==> config.mk <==
export PLATFORM = sky130hd
export DESIGN_NAME = timer_core
export DESIGN_NICKNAME = d
export VERILOG_FILES = /design/src/rtl/timer_core.sv
export SDC_FILE = /design/constraint.sdc
export NUM_CORES = 1
export LEC_CHECK = 0
export CORE_MARGIN = 1.5
export CORE_UTILIZATION = 47
export DETAILED_ROUTE_END_ITERATION = 7
export GPL_TIMING_DRIVEN = 0
export PLACE_DENSITY = 0.86
export SLEW_MARGIN = 40
export SYNTH_ARGS = -nofsm -noshare
export SYNTH_HDL_FRONTEND = slang
export SYNTH_SLANG_ARGS = --single-unit
==> constraint.sdc <==
create_clock -name clk -period 6.61 [get_ports clk]
set_clock_uncertainty 0.05 [all_clocks]
set_input_delay 0.9915 -clock clk [delete_from_list [all_inputs] [get_ports clk]]
set_output_delay 0.9915 -clock clk [all_outputs]
set_load 0.01 [all_outputs]
==> src/rtl/timer_core.sv <==
// timer_core: dual CNT_W-bit timer/counter datapath.
// Each counter loads on an enable rising edge, then steps up or down on its
// tick, and on a compare hit either reloads or keeps stepping, emitting a
// one-cycle registered match pulse. Counter1 ticks every clock or only on
// counter0 match events (cascade mode).
// Optional feature macro: TIMER_CORE_IRQ_EN adds sticky per-counter status
// bits with a registered interrupt output.
module timer_core #(
  parameter int CNT_W = 32
) (
  input  logic             clk,
  input  logic             rst_n,
  input  logic             i_cnt0_en,
  input  logic             i_cnt0_reload,
  input  logic             i_cnt0_count_up,
  input  logic [CNT_W-1:0] i_cnt0_load_value,
  input  logic [CNT_W-1:0] i_cnt0_compare_value,
  input  logic             i_cnt1_en,
  input  logic             i_cnt1_reload,
  input  logic             i_cnt1_count_up,
  input  logic             i_cnt1_src,
  input  logic [CNT_W-1:0] i_cnt1_load_value,
  input  logic [CNT_W-1:0] i_cnt1_compare_value,
  output logic [CNT_W-1:0] o_cnt0_value,
  output logic             o_cnt0_match,
  output logic [CNT_W-1:0] o_cnt1_value,
  output logic             o_cnt1_match
`ifdef TIMER_CORE_IRQ_EN
  ,
  input  logic [1:0]       i_irq_clr,
  output logic [1:0]       o_irq_status,
  output logic             o_irq
`endif
);

  typedef enum logic [1:0] {
    MODE_IDLE,
    MODE_LOAD,
    MODE_RUN
  } mode_e;

  localparam logic [CNT_W-1:0] ONE = {{(CNT_W-1){1'b0}}, 1'b1};

  logic             en0_d, en1_d;
  mode_e            mode0, mode1;
  logic [CNT_W-1:0] cnt0_q, cnt1_q;
  logic [CNT_W-1:0] cnt0_nxt, cnt1_nxt;
  logic             match0_q, match1_q;
  logic             match0_evt, match1_evt;
  logic             tick1;

  // Enable history: the per-counter mode state register.
  always_ff @(posedge clk) begin
    // NOTE: sequential state uses non-blocking assignments so every flop
    // samples pre-edge values regardless of statement order.
    if (!rst_n) begin
      en0_d <= 1'b0;
      en1_d <= 1'b0;
    end else begin
      en0_d <= i_cnt0_en;
      en1_d <= i_cnt1_en;
    end
  end

  // Mode decode: idle when disabled, load on enable rising edge, else run.
  always_comb begin
    // NOTE: defaults first so no path leaves a variable unassigned (no latch).
    mode0 = MODE_IDLE;
    mode1 = MODE_IDLE;
    if (i_cnt0_en) mode0 = en0_d ? MODE_RUN : MODE_LOAD;
    if (i_cnt1_en) mode1 = en1_d ? MODE_RUN : MODE_LOAD;
  end

  // Tick, match-event and next-count evaluation for both counters.
  always_comb begin
    match0_evt = (mode0 == MODE_RUN) && (cnt0_q == i_cnt0_compare_value);
    tick1      = i_cnt1_src ? match0_evt : 1'b1;
    match1_evt = (mode1 == MODE_RUN) && tick1 && (cnt1_q == i_cnt1_compare_value);

    cnt0_nxt = cnt0_q;
    case (mode0)
      MODE_LOAD: cnt0_nxt = i_cnt0_load_value;
      MODE_RUN: begin
        if (match0_evt && i_cnt0_reload) cnt0_nxt = i_cnt0_load_value;
        else if (i_cnt0_count_up)        cnt0_nxt = cnt0_q + ONE;
        else                             cnt0_nxt = cnt0_q - ONE;
      end
      default: cnt0_nxt = cnt0_q;
    endcase

    cnt1_nxt = cnt1_q;
    case (mode1)
      MODE_LOAD: cnt1_nxt = i_cnt1_load_value;
      MODE_RUN: begin
        if (!tick1)                           cnt1_nxt = cnt1_q;
        else if (match1_evt && i_cnt1_reload) cnt1_nxt = i_cnt1_load_value;
        else if (i_cnt1_count_up)             cnt1_nxt = cnt1_q + ONE;
        else                                  cnt1_nxt = cnt1_q - ONE;
      end
      default: cnt1_nxt = cnt1_q;
    endcase
  end

  // Counter values and registered one-cycle match pulses.
  always_ff @(posedge clk) begin
    if (!rst_n) begin
      cnt0_q   <= '0;
      cnt1_q   <= '0;
      match0_q <= 1'b0;
      match1_q <= 1'b0;
    end else begin
      cnt0_q   <= cnt0_nxt;
      cnt1_q   <= cnt1_nxt;
      match0_q <= match0_evt;
      match1_q <= match1_evt;
    end
  end

  // Output drive from the registered state.
  always_comb begin
    o_cnt0_value = cnt0_q;
    o_cnt0_match = match0_q;
    o_cnt1_value = cnt1_q;
    o_cnt1_match = match1_q;
  end

`ifdef TIMER_CORE_IRQ_EN
  logic [1:0] irq_status_q;
  logic       irq_q;

  // Sticky status set by match pulses (set beats clear); irq follows a cycle later.
  always_ff @(posedge clk) begin
    if (!rst_n) begin
      irq_status_q <= 2'b00;
      irq_q        <= 1'b0;
    end else begin
      irq_status_q <= {match1_q, match0_q} | (irq_status_q & ~i_irq_clr);
      irq_q        <= |irq_status_q;
    end
  end

  // Interrupt output drive.
  always_comb begin
    o_irq_status = irq_status_q;
    o_irq        = irq_q;
  end
`endif

endmodule

### Yosys cells after proc, flatten, opt, wreduce, memory -nomap -nowiden

Index checks and enable logic that the tools add are counted.

| operators by class | value |
|---|---|
| add/sub/neg operators | 4 |
| equality and inequality tests | 7 |
| multiplexer cells | 12 |
| reduce and logical (&&, ||, !) cells | 8 |

Operators by type and width:

| operator | count |
|---|---|
| $mux W32 | 5 |
| $pmux W32 S2 | 2 |
| $add A32 B1 Y32 const B | 2 |
| $eq A32 B32 Y1 | 2 |
| $sub A32 B1 Y32 const B | 2 |
| $mux W2 | 4 |
| $logic_and A1 B1 Y1 | 5 |
| $eq A2 B1 Y1 const B | 2 |
| $eq A2 B2 Y1 const B | 2 |
| $reduce_bool A2 Y1 | 2 |
| $ne A2 B2 Y1 const B | 1 |
| $reduce_and A2 Y1 | 1 |
| $mux W1 | 1 |

| word-level totals | value |
|---|---|
| bits in registers | 68 |
| input bits | 137 |
| logic and storage cells | 37 |

### Longest topological paths before layout

| logic depth | value |
|---|---|
| depth in word-level cells | 11 |
| depth in mapped cells | 13 |
| depth with buffers taken out | 12 |

### Worst setup path before layout

OpenSTA, ideal clock, no wires.

| timing | value |
|---|---|
| path kind | input to register |
| start | input i_cnt1_count_up |
| end | register cnt1_q[25], in the netlist o_cnt1_value[25] |
| arrival time | 4.013 ns |
| data required time | 6.444 ns |
| slack | 2.431 ns |
| cell stages on the path | 13 |
| buffers on the path | 1 |
| cells stage by stage | inv_1 -> ha_1 -> and3_1 -> buf_4 -> a221oi_2 -> a2bb2oi_2 -> a21boi_4 -> o21ai_2 -> a21oi_1 -> o311a_1 -> or3_1 -> a31o_1 -> o211a_1 |

| on the way | value |
|---|---|
| cells in the longest elaborated chain, start to end | 4 |

Ends and longest elaborated chain:

| what | line | source |
|---|---|---|
| start: declaration | 20 | `input logic i_cnt1_count_up,` |
| $mux W32 | 97 | `else if (i_cnt1_count_up) cnt1_nxt = cnt1_q + ONE;` |
| $mux W32 | 96 | `else if (match1_evt && i_cnt1_reload) cnt1_nxt = i_cnt1_load_value;` |
| $mux W32 | 95 | `if (!tick1) cnt1_nxt = cnt1_q;` |
| $pmux W32 S2 | 92 | `case (mode1)` |
| end signal: assignment | 113 | `cnt1_q <= cnt1_nxt;` |
| end: declaration | 46 | `logic [CNT_W-1:0] cnt0_q, cnt1_q;` |

Every way passes these cells. The select of a mux whose other input is x is not followed.
A chain may end at the register's enable or synchronous reset.

### Worst setup path after layout

Ends and elaborated chain as after synthesis.

==> flow_metrics.tcl <==
set metrics [dict create \
    status "completed" \
    h-tree-depth 3 \
    min_path_type "reg2reg" \
    power_leakage_nw 3.99 \
    fin_area_um2 9400 \
    peakVddDrop_mv 0.129 \
    ys_types 71 \
    grt-ovfl-total 0 \
    relSlewSlack_pct 44.9 \
    async_reset_ff_share_pct 0 \
    grt_pass1_vias 7434 \
    muxShareOfSynthArea_pct 4.00 \
    ys.flop_type "dfxtp_1" \
    syn_nets 1077 \
    clockBufferDepth 2 \
    wire_per_inst_um 19.6 \
    yosysTopAreaCell "dfxtp_1" \
    synth_top_family_by_area "compound AO/OA/AOI/OAI gates" \
    grt_usage_pct 32.5 \
    hpwl_mm 19.3 \
    cts_inserted_buffers 9 \
    via_count 7731 \
    swShare_pct 36.1 \
    worstPathArrival_ns 4.76 \
    path_class "in2reg" \
    synth_edf_count 0 \
    clock_latency_ns 0.34 \
    synth_common_cells "nor2_1 (77), a21oi_1 (75), dfxtp_1 (68)" \
    worst_setup_path_start_kind "input pin" \
    cts_resized 0 \
    cts_sinks 68 \
    grt_pass1_wl_mm 38.1 \
    post_dp_cell_area_um2 9100 \
    fillers 1175 \
    whs_ns 0.485 \
    drive_gt1_share_pct 3.74 \
    placementRows 43 \
    hold_viol 0 \
    internal-power_mw 1.09 \
    cts_tree "built" \
    firstDrtPassIters 7 \
    cp-end-kind "flip-flop" \
    ys_ff_latch 68 \
    yosysWarningCount 0 \
    combinationalPowerShare_pct 41.5 \
    pre_cts_slack_ns 1.73 \
    synth_xor_area_share_pct 13.9 \
    netlist_area_um2 6860 \
    drtIter0Drc 739 \
    cts_setup_buffers 0 \
    total_power_mw 1.71 \
    drv_slew 0 \
    design.die.area_um2 15300 \
    required_ns 6.80 \
    synthSimpleGateAreaFrac_pct 17.9 \
    start_util_pct 48.8 \
    place_congestion 0.966 \
    synthMostInstantiatedCell "nor2_1" \
    setup-tns-final_ns 0 \
    powerDensity_nw_per_um2 182 \
    cp_max_fo 35 \
    die_x_um 124 \
    portBuffers 201 \
    final_antenna_net_count 0 \
    core_um2 14000 \
    cts_root_buffer "clkbuf_16" \
    fmax_mhz 219 \
    area_delta_synth_final_pct 37.1 \
    routed_wl_mm 24.9 \
    seqPwrFrac_pct 29.0 \
    drc 0 \
    n_antenna_cell 0 \
    synth_compound_area_share_pct 28.8 \
    power_frac_clock_pct 29.5 \
    setup_ws_ns 2.04 \
    synth_cells 878 \
    max_cap_viol_count 0 \
    die_h_um 124 \
    vias_per_cell 6.06 \
    avgSynthCellArea_um2 7.81 \
    rsz0062_at_grt "no" \
    fin_crit_sh_pct 69.1 \
    synth.top_cell.area_share_pct 19.9 \
    setup_viol 0 \
    antenna_found_initial 0 \
    postCtsHoldBufs 0 \
    ios 203 \
    synth-adder-area-share_pct 11.5 \
    power_switching_uw 617 \
    ys_seq_area_share_pct 19.9 \
    tightest_slew_ns 0.822 \
    clk_pin_slew_worst_paths_ns 0.06 \
    ys_top_cells_by_area "dfxtp_1 (20%), ha_1 (11%), xnor2_1 (8.3%), xor2_1 (5.6%), a21oi_1 (5.5%)" \
    grt_max_degree 36 \
    layout.nets 1289 \
    period_needed_ns 4.57 \
]
[power by group through the flow]
stage	registers [mW]	clock network [mW]	logic, mW
floorplan	0.499	0	0.425
global placement	0.502	0	0.679
detailed placement	0.503	0	0.693
CTS	0.494	0.502	0.700
global route	0.499	0.526	0.771
finish	0.496	0.504	0.709
[state kept, by name, indices dropped and copies added (netlist names)]
signal        count
en0_d             1
en1_d             1
o_cnt0_match      1
o_cnt0_value     32
o_cnt1_match      1
o_cnt1_value     32
[metal layers]
metal | vias up | part of all wire [%] | GRT usage (%)
met4 | 0 | 3.0 | 13.0
met5 | - | 0 | 0
met1 | 3568 | 40 | 38.4
li1 | 3683 | - | -
met3 | 57 | 9.7 | 7.14
met2 | 423 | 48 | 56.8
[placed cells by master (no fill, tap or decap), types with 5 or more instances in the layout]
master           netlist  final
mux2i_1               24     24
nor4_1                10     10
or3_1                  7      7
inv_2                  4      6
nand4_1               19     19
o21ai_0               23     23
o21bai_1               6      6
nand3_1               22     22
clkdlybuf4s50_1        0    201
a21o_1                43     43
o22ai_1                5      5
inv_1                 27     25
and2_1                 6      6
a22oi_1                6      6
nor2_1                77     77
a211oi_1              28     28
o21ai_1               23     23
a31oi_1               10     10
nand2b_1               7      7
o21a_1                10     10
and3_1                18     18
o211ai_1               8      8
xor2_1                44     44
a21oi_1               75     74
clkbuf_1              34     34
xnor2_1               65     65
clkbuf_16              0      9
dfxtp_1               68     68
nor3_1                12     12
nor2b_1               13     13
nand2_1               45     45
ha_1                  60     60
[metrics by stage]
| stage | std cells | utilization (%) |
|---|---|---|
| global route | 1275 | 67.0 |
| global placement | 1259 | 64.8 |
| CTS | 1275 | 67.0 |
| detailed placement | 1259 | 64.8 |
| floorplan | 878 | - |
| finish | 1275 | 67.0 |
[logic make-up after synthesis]
| group | count (synthesis) |
|---|---|
| XOR/XNOR | 109 |
| adder cells (fa/ha/maj) | 62 |
| AO/OA/AOI/OAI | 293 |
| AND/OR/NAND/NOR | 248 |
| flip-flops | 68 |
| multiplexers | 27 |
| buffers and inverters | 71 |
[worst paths after layout]
check / slack (ns) / end / depth (start not counted) / from
worst max-delay path: 2.04 / o_cnt1_value[25] / 14 / i_cnt1_count_up
worst min register to register: 0.48 / o_cnt1_value[18] / 2 / o_cnt1_value[18]
worst min-delay path: 0.48 / o_cnt1_value[18] / 2 / o_cnt1_value[18]
worst max register to register: 2.81 / o_cnt1_value[12] / 8 / o_cnt0_value[2]
[critical path, stage by stage]
cell and delay [ns]:
clkdlybuf4s50_1 0.53, inv_2 0.57, ha_1 0.41, and3_1 0.22, buf_4 0.15, a221oi_2 0.29, a2bb2oi_2 0.24, a21boi_4 0.09
o21ai_2 0.14, a21oi_1 0.11, o311a_1 0.34, or3_1 0.31, a31o_1 0.22, o211a_1 0.12
[cell type report]
cell class | count | area, um2 | share of cell area (%)
clock inverters | 6 | 63.8 | 0.679
plain buffers | 39 | 155 | 1.65
inverters | 32 | 120 | 1.28
repair buffers | 201 | 2010 | 21.4
clock buffers | 10 | 239 | 2.54
well taps | 180 | 225 | 2.40
multi-input cells | 739 | 5230 | 55.6
flip-flops and latches | 68 | 1360 | 14.5
Note: power is estimated with default switching activity, not from simulation.
